$ cat src/rtl/bcd_counter2_pkg.sv
// rtl/bcd_counter2_pkg.sv - shared BCD constants, digit-pair type and modulo digit helpers
package bcd_counter2_pkg;

  localparam logic [3:0] BCD_MAX  = 4'd9;
  localparam logic [3:0] BCD_ZERO = 4'd0;

  // Two BCD digits as shown on HEX1/HEX0
  typedef struct packed {
    logic [3:0] tens;
    logic [3:0] units;
  } bcd_pair_t;

  // Tens digit of the highest legal count (modulo-1)
  function automatic logic [3:0] last_tens(input int modulo);
    return 4'((modulo - 1) / 10);
  endfunction

  // Units digit of the highest legal count (modulo-1)
  function automatic logic [3:0] last_units(input int modulo);
    return 4'((modulo - 1) % 10);
  endfunction

endpackage

$ cat src/rtl/bcd_counter2_if.sv
// rtl/bcd_counter2_if.sv - control and display bundle of the two-digit BCD counter
interface bcd_counter2_if;

  logic       En;
  logic       Up;
  logic       Load;
  logic [7:0] LoadVal;
  logic [3:0] D0;
  logic [3:0] D1;
  logic       Wrap;
  logic       LoadErr;
  logic       Tick;

  modport master (
    output En, Up, Load, LoadVal,
    input  D0, D1, Wrap, LoadErr, Tick
  );

  modport slave (
    input  En, Up, Load, LoadVal,
    output D0, D1, Wrap, LoadErr, Tick
  );

endinterface

$ cat src/rtl/bcd_counter2_tick_gen.sv
// rtl/bcd_counter2_tick_gen.sv - prescaler producing a registered one-cycle Tick every TICK_DIV enabled cycles
module tick_gen #(
  parameter int TICK_DIV = 50000000
) (
  input  logic Clock,
  input  logic Reset,
  input  logic En,
  input  logic Clr,
  output logic Fire,
  output logic Tick
);

  localparam int CW = (TICK_DIV > 1) ? $clog2(TICK_DIV) : 1;
  localparam logic [CW-1:0] LAST = CW'(TICK_DIV - 1);

  logic [CW-1:0] r_pre;
  logic          r_tick;

  // Fire is the edge on which a step happens; Tick shows it during the following cycle
  assign Fire = En && (r_pre == LAST);
  assign Tick = r_tick;

  // Prescaler: wraps on Fire, clears on Clr (a load), freezes while En is low
  always_ff @(posedge Clock or posedge Reset) begin
    if (Reset) begin
      r_pre  <= '0;
      r_tick <= 1'b0;
    end else begin
      r_tick <= Fire && !Clr;
      if (Clr || Fire) begin
        r_pre <= '0;
      end else if (En) begin
        r_pre <= r_pre + CW'(1);
      end
    end
  end

endmodule

$ cat src/rtl/bcd_counter2.sv
// rtl/bcd_counter2.sv - two-digit BCD up/down counter with load validation and programmable modulo
module bcd_counter2
  import bcd_counter2_pkg::*;
#(
  parameter int TICK_DIV = 50000000,
  parameter int MODULO   = 100
) (
  input  logic Clock,
  input  logic Reset,
  bcd_counter2_if.slave bus
);

  localparam logic [3:0] MOD_TENS  = last_tens(MODULO);
  localparam logic [3:0] MOD_UNITS = last_units(MODULO);

  bcd_pair_t r_cnt;
  logic      r_wrap;
  logic      r_loaderr;
  bcd_pair_t w_lv;
  logic      w_load_ok;
  logic      w_fire;

  assign w_lv = bcd_pair_t'(bus.LoadVal);

  // Load accepted only for two valid BCD digits forming a value below MODULO
  assign w_load_ok = (w_lv.units <= BCD_MAX) && (w_lv.tens <= BCD_MAX) &&
                     ((w_lv.tens < MOD_TENS) ||
                      ((w_lv.tens == MOD_TENS) && (w_lv.units <= MOD_UNITS)));

  tick_gen #(.TICK_DIV(TICK_DIV)) u_tick_gen (
    .Clock (Clock),
    .Reset (Reset),
    .En    (bus.En),
    .Clr   (bus.Load),
    .Fire  (w_fire),
    .Tick  (bus.Tick)
  );

  assign bus.D0      = r_cnt.units;
  assign bus.D1      = r_cnt.tens;
  assign bus.Wrap    = r_wrap;
  assign bus.LoadErr = r_loaderr;

  // Digit register: load beats a step, steps carry/borrow digit by digit and wrap at MODULO
  always_ff @(posedge Clock or posedge Reset) begin
    if (Reset) begin
      r_cnt     <= '{tens: BCD_ZERO, units: BCD_ZERO};
      r_wrap    <= 1'b0;
      r_loaderr <= 1'b0;
    end else begin
      r_wrap    <= 1'b0;
      r_loaderr <= 1'b0;
      if (bus.Load) begin
        if (w_load_ok) begin
          r_cnt <= w_lv;
        end else begin
          r_loaderr <= 1'b1;
        end
      end else if (w_fire) begin
        if (bus.Up) begin
          if ((r_cnt.tens == MOD_TENS) && (r_cnt.units == MOD_UNITS)) begin
            r_cnt  <= '{tens: BCD_ZERO, units: BCD_ZERO};
            r_wrap <= 1'b1;
          end else if (r_cnt.units == BCD_MAX) begin
            r_cnt.units <= BCD_ZERO;
            r_cnt.tens  <= r_cnt.tens + 4'd1;
          end else begin
            r_cnt.units <= r_cnt.units + 4'd1;
          end
        end else begin
          if ((r_cnt.tens == BCD_ZERO) && (r_cnt.units == BCD_ZERO)) begin
            r_cnt  <= '{tens: MOD_TENS, units: MOD_UNITS};
            r_wrap <= 1'b1;
          end else if (r_cnt.units == BCD_ZERO) begin
            r_cnt.units <= BCD_MAX;
            r_cnt.tens  <= r_cnt.tens - 4'd1;
          end else begin
            r_cnt.units <= r_cnt.units - 4'd1;
          end
        end
      end
    end
  end

endmodule

$ cat src/flat_wrapper.sv
// flat-port wrapper written by rule: the top's interface ports become plain ports
module bcd_counter2_flat import bcd_counter2_pkg::*;
#(
  parameter int TICK_DIV = 50000000,
  parameter int MODULO   = 100
)
  (Clock, Reset, bus_En, bus_Up, bus_Load, bus_LoadVal, bus_D0, bus_D1, bus_Wrap, bus_LoadErr, bus_Tick);
  bcd_counter2_if bus_i ();
  input  logic Clock;
  input  logic Reset;
  input wire logic [$bits(bus_i.En)-1:0] bus_En;
  input wire logic [$bits(bus_i.Up)-1:0] bus_Up;
  input wire logic [$bits(bus_i.Load)-1:0] bus_Load;
  input wire logic [$bits(bus_i.LoadVal)-1:0] bus_LoadVal;
  output wire logic [$bits(bus_i.D0)-1:0] bus_D0;
  output wire logic [$bits(bus_i.D1)-1:0] bus_D1;
  output wire logic [$bits(bus_i.Wrap)-1:0] bus_Wrap;
  output wire logic [$bits(bus_i.LoadErr)-1:0] bus_LoadErr;
  output wire logic [$bits(bus_i.Tick)-1:0] bus_Tick;
  assign bus_i.En = bus_En;
  assign bus_i.Up = bus_Up;
  assign bus_i.Load = bus_Load;
  assign bus_i.LoadVal = bus_LoadVal;
  assign bus_D0 = bus_i.D0;
  assign bus_D1 = bus_i.D1;
  assign bus_Wrap = bus_i.Wrap;
  assign bus_LoadErr = bus_i.LoadErr;
  assign bus_Tick = bus_i.Tick;
  bcd_counter2 #(.TICK_DIV(TICK_DIV), .MODULO(MODULO)) u_core (.Clock(Clock), .Reset(Reset), .bus(bus_i));
endmodule
$ cat config.mk
export PLATFORM = sky130hd
export DESIGN_NAME = bcd_counter2_flat
export DESIGN_NICKNAME = d
export VERILOG_FILES = /design/src/rtl/bcd_counter2_pkg.sv /design/src/rtl/bcd_counter2_if.sv /design/src/rtl/bcd_counter2_tick_gen.sv /design/src/rtl/bcd_counter2.sv /design/src/flat_wrapper.sv
export SDC_FILE = /design/constraint.sdc
export NUM_CORES = 1
export LEC_CHECK = 0
export BUFFER_PORTS_ARGS = -buffer_cell sky130_fd_sc_hd__buf_2
export CORE_UTILIZATION = 25
export DETAILED_ROUTE_END_ITERATION = 7
export MAX_ROUTING_LAYER = met4
export PLACE_DENSITY_LB_ADDON = 0.12
export SLEW_MARGIN = 15
export SYNTH_ARGS = -nofsm -noshare
export SYNTH_HDL_FRONTEND = slang
export SYNTH_SLANG_ARGS = --single-unit
$ cat constraint.sdc
create_clock -name Clock -period 4.93 [get_ports Clock]
set_input_delay 0.493 -clock Clock [delete_from_list [all_inputs] [get_ports Clock]]
set_output_delay 0.493 -clock Clock [all_outputs]
set_load 0.02 [all_outputs]
==> reports/results.tsv <==
metric	value	unit
outcome	finished, final reports clean	
sw frac	0.321	
Tot GR Track Use	0.132	
TNS Setup	0	ns
area of the core	0.00885	sq mm
Startpoint Class	register	
Die Width	98.4	um
DR DRC count	0	
post-synthesis mux area share	0.00863	
clk slew on worst S/H paths	0.07	ns
R2R cell count	5	
VDD IR max	0.000136	V
P_sw	0.000272	W
clock sink count	37	
Power Internal	0.000576	W
Gates resized, CTS repair	0	
share of the synthesized area in the top cell type	0.399	
CTS tree	done	
Synth Area in XOR/XNOR	0.0981	
Clock Power Share	0.322	
WS Path Type	register to register	
Iteration-0 DRC Markers	80	
Root Driver	clkbuf_8	
largest family of logic cells by synthesized area	simple AND/OR/NAND/NOR gates	
Seq cells post-synth	37	
H-tree depth	2	
HP Class	input port to asynchronous set/reset pin	
GRT Residual Overflow	0	
Cells after DPL	379	
fmax	411	MHz
# fillers	964	
Critical Path, Cell by Cell	or4b_4 -> nor4_4 -> a21o_2 -> nand2_1 -> a22o_1	
ANT nets after route	0	
drt pass-1 iters	6	
Max Slew Vio Count	0	
Die Y	98.4	um
sequential share of power	0.439	
critical path's largest stage delay	0.57	ns
largest net degree at the start of global routing	38	
ys flop type	dfrtp_1	
Vias	1867	
Synth-to-Final Area Change	14.1	%
area leader, netlist	dfrtp_1	
sequential share of the synthesized area	0.399	
critical path depth in cells	5	
I/O Buffers	23	
Leakage	1.13	nW
most frequent cells in the layout	dfrtp_1, nor2_1, buf_2, nand3_1, nand2_1	
ys async rst share	1.00	
Cell Pwr Density	320	mW/mm^2
Mapped Area	0.00232	sq mm
first-pass GRT wire length	10.0	mm
commonest non-fill, non-tap cell in the layout	dfrtp_1	
post-DR wirelength/cell	14.3	um
initial antenna violation count	0	
Fin. Hold Viols	0	
hpwl dp	3.96	mm
Synth Area in Simple Gates	0.301	
critical path arrival	2.61	ns
Max FO, Critical Path	29	
yosys warns	0	
ANT cells	0	
initial core utilization	0.262	
Tightest Pin Transition	0.548	ns
Critical Path RT	5.11	ns
Synth Net Count	277	
buffers plus inverters on the worst setup path	0	
Worst slew margin	0.635	
post-synthesis compound-gate area fraction	0.114	
Cell Rows	34	
IO Pins	24	
Logic pwr share	0.239	
RePlAce Congestion	0.731	
fraction of layout cells with a size suffix above 1	0.151	
Tmin final	2.43	ns
clock skew	0.00624	ns
Inserted Clock Buffers	5	
total wire length	5.55	mm
Worst path slowest cell	or4b_4	
clock latency on the worst-skew pair	0.29	ns
syn_area_per_cell	9.07	sq um
Area contributors post-synth	dfrtp_1, nor2_1, xnor2_1	
area of the die	0.00967	sq mm
Adder-Cell Fraction of Synth Area	0.0431	
Final nets	299	
number of global-route vias before repair	1946	
crit end category	register	
fin cells	387	
post-CTS setup buffer count	0	
Post-CTS Hold Buffers	0	
CP top delay family	simple AND/OR/NAND/NOR gates	
setup violators final	0	
clk buf depth	2	
Final period util	0.493	
EDFF count, synth	0	
count of cell types in the netlist	52	
DR vias/cell	4.82	
max_cap viols	0	
RSZ-0062 raised after global routing	false	
synthesized instance count	256	
-- sequential cells by signal (all words and copies together), names as in the netlist --
name	flops
u_core.bus.D0	4
u_core.bus.D1	4
u_core.bus.LoadErr	1
u_core.bus.Wrap	1
u_core.u_tick_gen.Tick	1
u_core.u_tick_gen.r_pre	26
-- kinds of logic after synthesis --
group / after synthesis
DFF: 37
muxes: 2
buffers and inverters: 19
xor gates and xnor gates: 26
adders and majority gates: 8
and+or+nand+nor: 125
AOI/OAI and AO/OA: 39
-- final timing paths --
kind | from | to | slack, ns
min in group Clock | bus_LoadVal[4] | u_core.bus.D1[0] | 0.53
min | Reset | u_core.u_tick_gen.r_pre[6] | 0.32
max reg2reg | u_core.u_tick_gen.r_pre[7] | u_core.bus.D1[0] | 2.50
max | u_core.u_tick_gen.r_pre[7] | u_core.bus.D1[0] | 2.50
max in group asynchronous | Reset | u_core.u_tick_gen.r_pre[23] | 4.27
min reg2reg | u_core.u_tick_gen.r_pre[1] | u_core.u_tick_gen.r_pre[1] | 0.57
-- synthesized netlist by cell type (2+ instances only) --
cell type,n
dfrtp_1,37
nor2_1,35
nand3_1,17
nand2_1,15
xnor2_1,13
xor2_1,13
inv_1,10
nor3_1,10
nand4_1,9
a21oi_1,8
and3_1,8
ha_1,8
o21ai_0,7
buf_2,4
clkbuf_1,4
a31oi_1,3
and4_1,3
nor2b_1,3
nor3b_1,3
o21a_1,3
a22o_1,2
mux2i_1,2
nand2b_1,2
nand3b_1,2
nor4_1,2
nor4_4,2
o211ai_1,2
o2bb2ai_1,2
or3_1,2
or3b_2,2
or4_1,2
-- layout make-up --
cell class | count | area, sq um | share of cell area
multi-input combinational | 200 | 1310 | 0.495
sequential | 37 | 926 | 0.350
tap | 108 | 135 | 0.0510
timing repair buffer | 24 | 123 | 0.0463
clock buffer | 7 | 86.3 | 0.0326
inverter | 10 | 37.5 | 0.0142
clock inverter | 1 | 30.0 | 0.0113
-- power groups by stage --
stage | registers [W] | clock network (W) | logic [W]
6_report | 0.000373 | 0.000273 | 0.000203
5_1_grt | 0.000380 | 0.000300 | 0.000229
4_1_cts | 0.000374 | 0.000286 | 0.000206
3_5_place_dp | 0.000380 | 0 | 0.000204
3_3_place_gp | 0.000381 | 0 | 0.000207
2_1_floorplan | 0.000383 | 0 | 0.000134
-- through the flow --
step,hold WS [ns],setup slack [ns],area [sq um],util,power (W)
2_1_floorplan,0.505,2.74,2320,-,0.000517
6_report,0.319,2.50,2650,0.299,0.000849
3_3_place_gp,0.550,2.51,2530,0.286,0.000588
3_5_place_dp,0.556,2.48,2530,0.286,0.000584
4_1_cts,0.323,2.47,2650,0.299,0.000866
5_1_grt,0.387,2.32,2650,0.299,0.000910
-- metal layers --
layer | vias to the layer above | track usage | part of all wire
li1 | 958 | - | -
met1 | 889 | 0.180 | 0.53
met2 | 15 | 0.199 | 0.44
met3 | 5 | 0.0229 | 0.017
met4 | 0 | 0.0413 | 0.013
met5 | - | - | 0
-- worst register-to-register path, stage by stage, from the launching register on --
cell	delay, ns
dfrtp_1	0.45
or4b_4	0.57
nor4_4	0.32
a21o_2	0.54
nand2_1	0.19
a22o_1	0.26
(Power assumes the default switching activity.)
